<file path="config.mk">
export PLATFORM = sky130hd
export DESIGN_NAME = bandai_mapper_v2_flat
export DESIGN_NICKNAME = d
export VERILOG_FILES = /design/src/rtl/bandai_mapper_v2_if.sv /design/src/rtl/bandai_mapper_v2.sv /design/src/flat_wrapper.sv
export SDC_FILE = /design/constraint.sdc
export NUM_CORES = 1
export LEC_CHECK = 0
export ABC_AREA = 0
export CAP_MARGIN = 20
export CORE_ASPECT_RATIO = 0.8
export CORE_UTILIZATION = 41
export DETAILED_ROUTE_END_ITERATION = 10
export GPL_TIMING_DRIVEN = 0
export PLACE_DENSITY = 0.79
export SETUP_SLACK_MARGIN = 0.3
export SLEW_MARGIN = 20
export SYNTH_ARGS = -nofsm -noshare
export SYNTH_HDL_FRONTEND = slang
export SYNTH_SLANG_ARGS = --single-unit
export TNS_END_PERCENT = 10
</file>
<file path="constraint.sdc">
create_clock -name clk -period 3.35 [get_ports clk]
set_clock_uncertainty 0.05 [all_clocks]
set_input_delay 0.67 -clock clk [delete_from_list [all_inputs] [get_ports clk]]
set_output_delay 0.67 -clock clk [all_outputs]
set_load 0.01 [all_outputs]
</file>
<file path="src/rtl/bandai_mapper_v2_if.sv">
// Cartridge-edge bus between the host side and the bandai_mapper_v2 block.
// The mapper uses the slave modport; the driver of the cartridge pins uses master.
interface bandai_mapper_v2_if #(
  parameter int DATA_W = 8,
  parameter int ADDR_W = 8,
  parameter int NBANK  = 4
);
  logic                    cen;
  logic                    ssn;
  logic                    wen;
  logic                    oen;
  logic [ADDR_W-1:0]       addr;
  logic [DATA_W-1:0]       dq_i;
  logic [DATA_W-1:0]       dq_o;
  logic                    dq_oe;
  logic                    so;
  logic                    locked;
  logic                    busy;
  logic [NBANK*DATA_W-1:0] bank_out;

  modport master (
    output cen, ssn, wen, oen, addr, dq_i,
    input  dq_o, dq_oe, so, locked, busy, bank_out
  );

  modport slave (
    input  cen, ssn, wen, oen, addr, dq_i,
    output dq_o, dq_oe, so, locked, busy, bank_out
  );
endinterface

</file>
<file path="src/rtl/bandai_mapper_v2.sv">
// Parametrised cartridge mapper: addressed unlock sequence, serial bitstream on SO,
// and NBANK bank registers that can be written and read back once unlocked.
module bandai_mapper_v2 #(
  parameter int                        DATA_W    = 8,
  parameter int                        ADDR_W    = 8,
  parameter int                        NBANK     = 4,
  parameter logic [ADDR_W-1:0]         BANK_BASE = 8'hC0,
  parameter logic [DATA_W-1:0]         BANK_RST  = 8'hFF,
  parameter int                        SEQ_LEN   = 2,
  parameter logic [SEQ_LEN*ADDR_W-1:0] SEQ       = 16'h5AA5,
  parameter int                        BS_W      = 18,
  parameter logic [BS_W-1:0]           BS        = 18'h05140,
  parameter bit                        STRICT    = 1'b0,
  parameter int                        TIMEOUT   = 0
) (
  input logic               clk,
  input logic               rst,
  bandai_mapper_v2_if.slave bus
);

  localparam int KW = (SEQ_LEN > 1) ? $clog2(SEQ_LEN) : 1;
  localparam int TW = (TIMEOUT > 0) ? $clog2(TIMEOUT + 1) : 1;
  localparam int CW = $clog2(BS_W + 1);
  localparam int IW = $clog2(NBANK);

  typedef enum logic {ST_SEQ, ST_OPEN} state_t;

  state_t                         state;
  state_t                         state_n;
  logic [KW-1:0]                  k;
  logic [KW-1:0]                  k_n;
  logic [TW-1:0]                  timer;
  logic [TW-1:0]                  timer_n;
  logic                           load;
  logic [SEQ_LEN-1:0][ADDR_W-1:0] seq_arr;
  logic [ADDR_W-1:0]              elem_cur;
  logic [ADDR_W-1:0]              elem_prev;
  logic [BS_W-1:0]                sr;
  logic [CW-1:0]                  cnt;
  logic [NBANK-1:0][DATA_W-1:0]   bank;
  logic                           sel;
  logic                           hit;
  logic [IW-1:0]                  idx;
  logic                           locked;
  logic                           wr;
  logic                           rd;

  // Element 0 lives in the MSBs, so element k sits at packed index SEQ_LEN-1-k.
  assign seq_arr   = SEQ;
  assign elem_cur  = seq_arr[SEQ_LEN - 1 - int'(k)];
  assign elem_prev = seq_arr[(SEQ_LEN - int'(k)) % SEQ_LEN];

  always_ff @(posedge clk) begin
    if (rst) begin
      state <= ST_SEQ;
      k     <= '0;
      timer <= '0;
    end else begin
      state <= state_n;
      k     <= k_n;
      timer <= timer_n;
    end
  end

  always_comb begin
    state_n = state;
    k_n     = k;
    timer_n = timer;
    load    = 1'b0;
    if (state == ST_SEQ) begin
      if (bus.addr == elem_cur) begin
        timer_n = '0;
        if (k == KW'(SEQ_LEN - 1)) begin
          state_n = ST_OPEN;
          k_n     = '0;
          load    = 1'b1;
        end else begin
          k_n = k + 1'b1;
        end
      end else begin
        if (TIMEOUT > 0 && k != '0) begin
          if (timer + 1'b1 == TW'(TIMEOUT)) begin
            k_n     = '0;
            timer_n = '0;
          end else begin
            timer_n = timer + 1'b1;
          end
        end
        // A held address (the element just matched) is tolerated even in strict mode.
        if (STRICT && k != '0 && bus.addr != elem_prev) begin
          k_n     = '0;
          timer_n = '0;
        end
      end
    end
  end

  always_ff @(posedge clk) begin
    if (rst) begin
      sr   <= '1;
      cnt  <= '0;
      bank <= {NBANK{BANK_RST}};
    end else begin
      if (load) begin
        sr  <= BS;
        cnt <= CW'(BS_W);
      end else begin
        sr <= {1'b1, sr[BS_W-1:1]};
        if (cnt != '0) cnt <= cnt - 1'b1;
      end
      if (wr) bank[idx] <= bus.dq_i;
    end
  end

  // The bank window is NBANK-aligned, so an upper-bit compare is the range check.
  always_comb begin
    sel          = ~(bus.ssn & bus.cen);
    hit          = sel && (bus.addr[ADDR_W-1:IW] == BANK_BASE[ADDR_W-1:IW]);
    idx          = bus.addr[IW-1:0];
    locked       = (state != ST_OPEN);
    wr           = hit & ~bus.wen & bus.oen & ~locked;
    rd           = hit & ~bus.oen & bus.wen & ~locked;
    bus.locked   = locked;
    bus.so       = sr[0];
    bus.busy     = (cnt != '0);
    bus.dq_oe    = rd;
    bus.dq_o     = rd ? bank[idx] : '0;
    bus.bank_out = bank;
  end

endmodule
</file>
<file path="src/flat_wrapper.sv">
// flat-port wrapper written by rule: the top's interface ports become plain ports
module bandai_mapper_v2_flat 
#(
  parameter int                        DATA_W    = 8,
  parameter int                        ADDR_W    = 8,
  parameter int                        NBANK     = 4,
  parameter logic [ADDR_W-1:0]         BANK_BASE = 8'hC0,
  parameter logic [DATA_W-1:0]         BANK_RST  = 8'hFF,
  parameter int                        SEQ_LEN   = 2,
  parameter logic [SEQ_LEN*ADDR_W-1:0] SEQ       = 16'h5AA5,
  parameter int                        BS_W      = 18,
  parameter logic [BS_W-1:0]           BS        = 18'h05140,
  parameter bit                        STRICT    = 1'b0,
  parameter int                        TIMEOUT   = 0
)
  (clk, rst, bus_cen, bus_ssn, bus_wen, bus_oen, bus_addr, bus_dq_i, bus_dq_o, bus_dq_oe, bus_so, bus_locked, bus_busy, bus_bank_out);
  bandai_mapper_v2_if #(.DATA_W(DATA_W), .ADDR_W(ADDR_W), .NBANK(NBANK)) bus_i ();
  input logic clk;
  input logic rst;
  input wire logic [$bits(bus_i.cen)-1:0] bus_cen;
  input wire logic [$bits(bus_i.ssn)-1:0] bus_ssn;
  input wire logic [$bits(bus_i.wen)-1:0] bus_wen;
  input wire logic [$bits(bus_i.oen)-1:0] bus_oen;
  input wire logic [$bits(bus_i.addr)-1:0] bus_addr;
  input wire logic [$bits(bus_i.dq_i)-1:0] bus_dq_i;
  output wire logic [$bits(bus_i.dq_o)-1:0] bus_dq_o;
  output wire logic [$bits(bus_i.dq_oe)-1:0] bus_dq_oe;
  output wire logic [$bits(bus_i.so)-1:0] bus_so;
  output wire logic [$bits(bus_i.locked)-1:0] bus_locked;
  output wire logic [$bits(bus_i.busy)-1:0] bus_busy;
  output wire logic [$bits(bus_i.bank_out)-1:0] bus_bank_out;
  assign bus_i.cen = bus_cen;
  assign bus_i.ssn = bus_ssn;
  assign bus_i.wen = bus_wen;
  assign bus_i.oen = bus_oen;
  assign bus_i.addr = bus_addr;
  assign bus_i.dq_i = bus_dq_i;
  assign bus_dq_o = bus_i.dq_o;
  assign bus_dq_oe = bus_i.dq_oe;
  assign bus_so = bus_i.so;
  assign bus_locked = bus_i.locked;
  assign bus_busy = bus_i.busy;
  assign bus_bank_out = bus_i.bank_out;
  bandai_mapper_v2 #(.DATA_W(DATA_W), .ADDR_W(ADDR_W), .NBANK(NBANK), .BANK_BASE(BANK_BASE), .BANK_RST(BANK_RST), .SEQ_LEN(SEQ_LEN), .SEQ(SEQ), .BS_W(BS_W), .BS(BS), .STRICT(STRICT), .TIMEOUT(TIMEOUT)) u_core (.clk(clk), .rst(rst), .bus(bus_i));
endmodule
</file>
==> impl_results.md, run 1 <==
* Met3 Usage GRT at 7.68%
* Synth warn at 0
* EDFF count, synth at 0
* Worst-Margin Slew at between 500 and 600 ps
* Clock tree sinks at 57
* Initial core utilization at 43.1%
* Clock Root Buffer: clkbuf_8
* M2 GR Usage at 32.4%
* NumNets Final at 319
* RSZ-0062 raised after global routing: true
* Clock-pin transition on the worst setup and hold timing paths at 60 ps
* Fin crit share at 95.2%
* Min-Delay Path Class: reg -> reg
* CP Class: in -> out
* CTS Hold Bufs at 0
* Final min period at 3190 ps
* Worst Path Max Fanout at 9
* # DRC at 0
* Die Y at 70.0 um
* Seq/Total Area, Yosys at between 40% and 50%
* Max Cap Viol at 0
* Ys async rst share at 0%
* Share of cells above drive strength 1 at 13.0%
* Cell area after synthesis at 2370 um^2
* 1st-pass router iterations at 4
* DR vias/cell at 5.07
* Post-Place Cells at 360
* R2R Setup Slk at 1760 ps
* DRT iter0 DRCs at 76
* Avg WL per Cell at 15.6 um
* RD Place Congestion at roughly 0.77
* Met1 usage at 27.0%
* Tot GR Track Use at a little over a fifth
* Maximum VDD drop at 0.228 mV
* Site Rows at 24
* Leakage at 1.47 nW
* Slew Limit Fails at 0
* Io pins at 66
* Slew Limit Headroom at 61.5%
* Worst Path Arrival at 2470 ps
* Core footprint at 5500 um^2
* Run status: completed
* CP endpoint kind: output pin
* PwrDens at 444 nW/um^2
* Fillers at 481
* Antenna violations before repair at 0
* DIE WIDTH at 87.0 um
* Mapped Cells at 218
* Die area at 6080 um^2
* Final Hold Fails at 0
* Pin count of the biggest net entering global routing at 11
* Grt total ovfl at 0
* Port bufs at 64
* Primary FF master, synth: dfxtp_1
* Drt total wl at 5900 um
* Worst Path Required at 2630 ps
* CTS tree: yes
* CTS HTree Levels at 3
* Total Power at approximately 1.5 mW
* GRT Max-Usage Layer: met2
* Clock buffer depth at 2
* Syn avg cell area at around 11 um^2
* Vias in the first global route at 1889
* DR vias at 1912
* Layout area overhead at 39.5%
* ANT nets after route at 0
* #FFs+latches synth at 57
* First-pass GRT wire length at 9380 um
* Max Fclk at 314 MHz
* Synth Net Count at 241
* DP Wirelength at 4150 um
* Antenna cell count at 0
* Startpoint Class: input port
* Num CTS Buffers at 9
* Non-filler cells, final at 377
* Final setup violation count at 0
* Worst-Skew Late Latency at 330 ps
* Synth unique cells at 35
-- Yosys cell counts, types with 2 or more instances --
cell	n	area, um^2
or3_1	4	25.0
nor4_1	2	12.5
nand2b_1	2	12.5
nor2_1	41	154
nand4_2	4	50.1
xnor2_1	3	26.3
inv_1	4	15.0
nor3_1	3	15.0
clkbuf_1	8	30.0
nand3_1	2	10.0
mux2i_1	32	320
buf_2	4	20.0
mux4_2	8	180
dfxtp_1	57	1140
and3b_1	2	17.5
a21oi_1	3	15.0
nor2b_1	9	56.3
a21o_1	13	97.6
-- final cells by class --
| class | count | area [um^2] | share of cell area, % |
|---|---|---|---|
| clock inverter | 1 | 5.00 | 0.152 |
| inverter | 5 | 18.8 | 0.568 |
| sequential | 57 | 1140 | 34.6 |
| tap | 78 | 97.6 | 2.96 |
| timing repair buffer | 67 | 663 | 20.1 |
| clock buffer | 13 | 139 | 4.21 |
| buffer | 13 | 63.8 | 1.93 |
| multi-input combinational | 143 | 1170 | 35.5 |
-- sequential cells by signal (all words and copies together) (netlist names) --
register             count
u_core.bus.bank_out     32
u_core.cnt               5
u_core.k                 1
u_core.sr               18
u_core.state             1
-- routing by layer --
| metal | vias to the layer above | wire length [um] |
|---|---|---|
| met5 | - | 0 |
| met4 | 0 | 72 |
| met3 | 8 | 413 |
| met2 | 57 | 2700 |
| met1 | 926 | 2710 |
| li1 | 921 | - |
-- worst max-delay path, stage by stage --
cell and delay (ps):
clkdlybuf4s50_1 500, nor4bb_2 270, buf_4 160, nand3_4 150
nor2b_1 160, clkdlybuf4s50_1 550
-- kinds of logic after synthesis --
| group | Yosys count | share of synthesized area [%] |
|---|---|---|
| buffers and inverters | 18 | 3.22 |
| DFF | 57 | 48.2 |
| muxes | 41 | 21.6 |
| and+or+nand+nor | 78 | 18.8 |
| AOI/OAI and AO/OA | 20 | 6.55 |
| adders and majority gates | 1 | 0.528 |
| xor gates and xnor gates | 3 | 1.11 |
-- report_power, final --
part	internal, mW	total (mW)	switching [mW]	leakage [nW]
registers	0.701	0.724	0.0236	0.462
clock network	0.260	0.497	0.238	0.0733
logic	0.135	0.243	0.108	0.932
total	1.09	1.46	0.370	1.47
-- stage by stage --
stage	TNS (ps)	instance area [um^2]	util [%]	hold WS, ps	setup slack (ps)
2_1_floorplan	0	2370	-	340	1080
3_3_place_gp	-1670	3110	56.5	343	-254
3_5_place_dp	-1760	3110	56.5	356	-254
4_1_cts	0	3290	59.8	370	128
5_1_grt	0	3300	60.1	391	50.9
6_report	0	3300	60.1	368	162
-- final timing paths --
| kind | start | to | depth (start not counted) |
|---|---|---|---|
| setup / recovery | bus_addr[7] | bus_dq_o[1] | 6 |
| hold / removal | u_core.sr[15] | u_core.sr[14] | 1 |
| setup reg to reg | u_core.state | u_core.bus.bank_out[28] | 4 |
| hold reg to reg | u_core.sr[15] | u_core.sr[14] | 1 |
-- timing repair --
item	CTS	global route
setup endpoints to repair	9	9
gates cloned	0	0
pin swaps	1	0
setup buffers	3	0
resized for setup	6	4
-- cells in the final DEF (no fill, tap or decap), drive strengths merged, types with 2 or more instances in the layout --
cell type,count
nor3,3
nand3,2
nand4,5
nor2,41
dlygate4sd2,2
xnor2,3
a21o,13
mux2i,32
a21oi,3
nor4,2
dfxtp,57
nand2b,2
inv,5
clkdlybuf4s50,61
mux4,8
buf,8
nor2b,9
clkbuf,21
and3b,2
nor4b,2
or3,4
Note: power is estimated with default switching activity, not from simulation.
==> inputs of run 2 (changes only) <==
--- a/config.mk
+++ b/config.mk
@@ -6,14 +6,12 @@
 export NUM_CORES = 1
 export LEC_CHECK = 0
 export ABC_AREA = 0
-export CAP_MARGIN = 20
 export CORE_ASPECT_RATIO = 0.8
 export CORE_UTILIZATION = 41
 export DETAILED_ROUTE_END_ITERATION = 10
 export GPL_TIMING_DRIVEN = 0
 export PLACE_DENSITY = 0.79
 export SETUP_SLACK_MARGIN = 0.3
-export SLEW_MARGIN = 20
 export SYNTH_ARGS = -nofsm -noshare
 export SYNTH_HDL_FRONTEND = slang
 export SYNTH_SLANG_ARGS = --single-unit
==> results of run 2 <==
Final layout, timing and power as in run 1 (identical DEF).
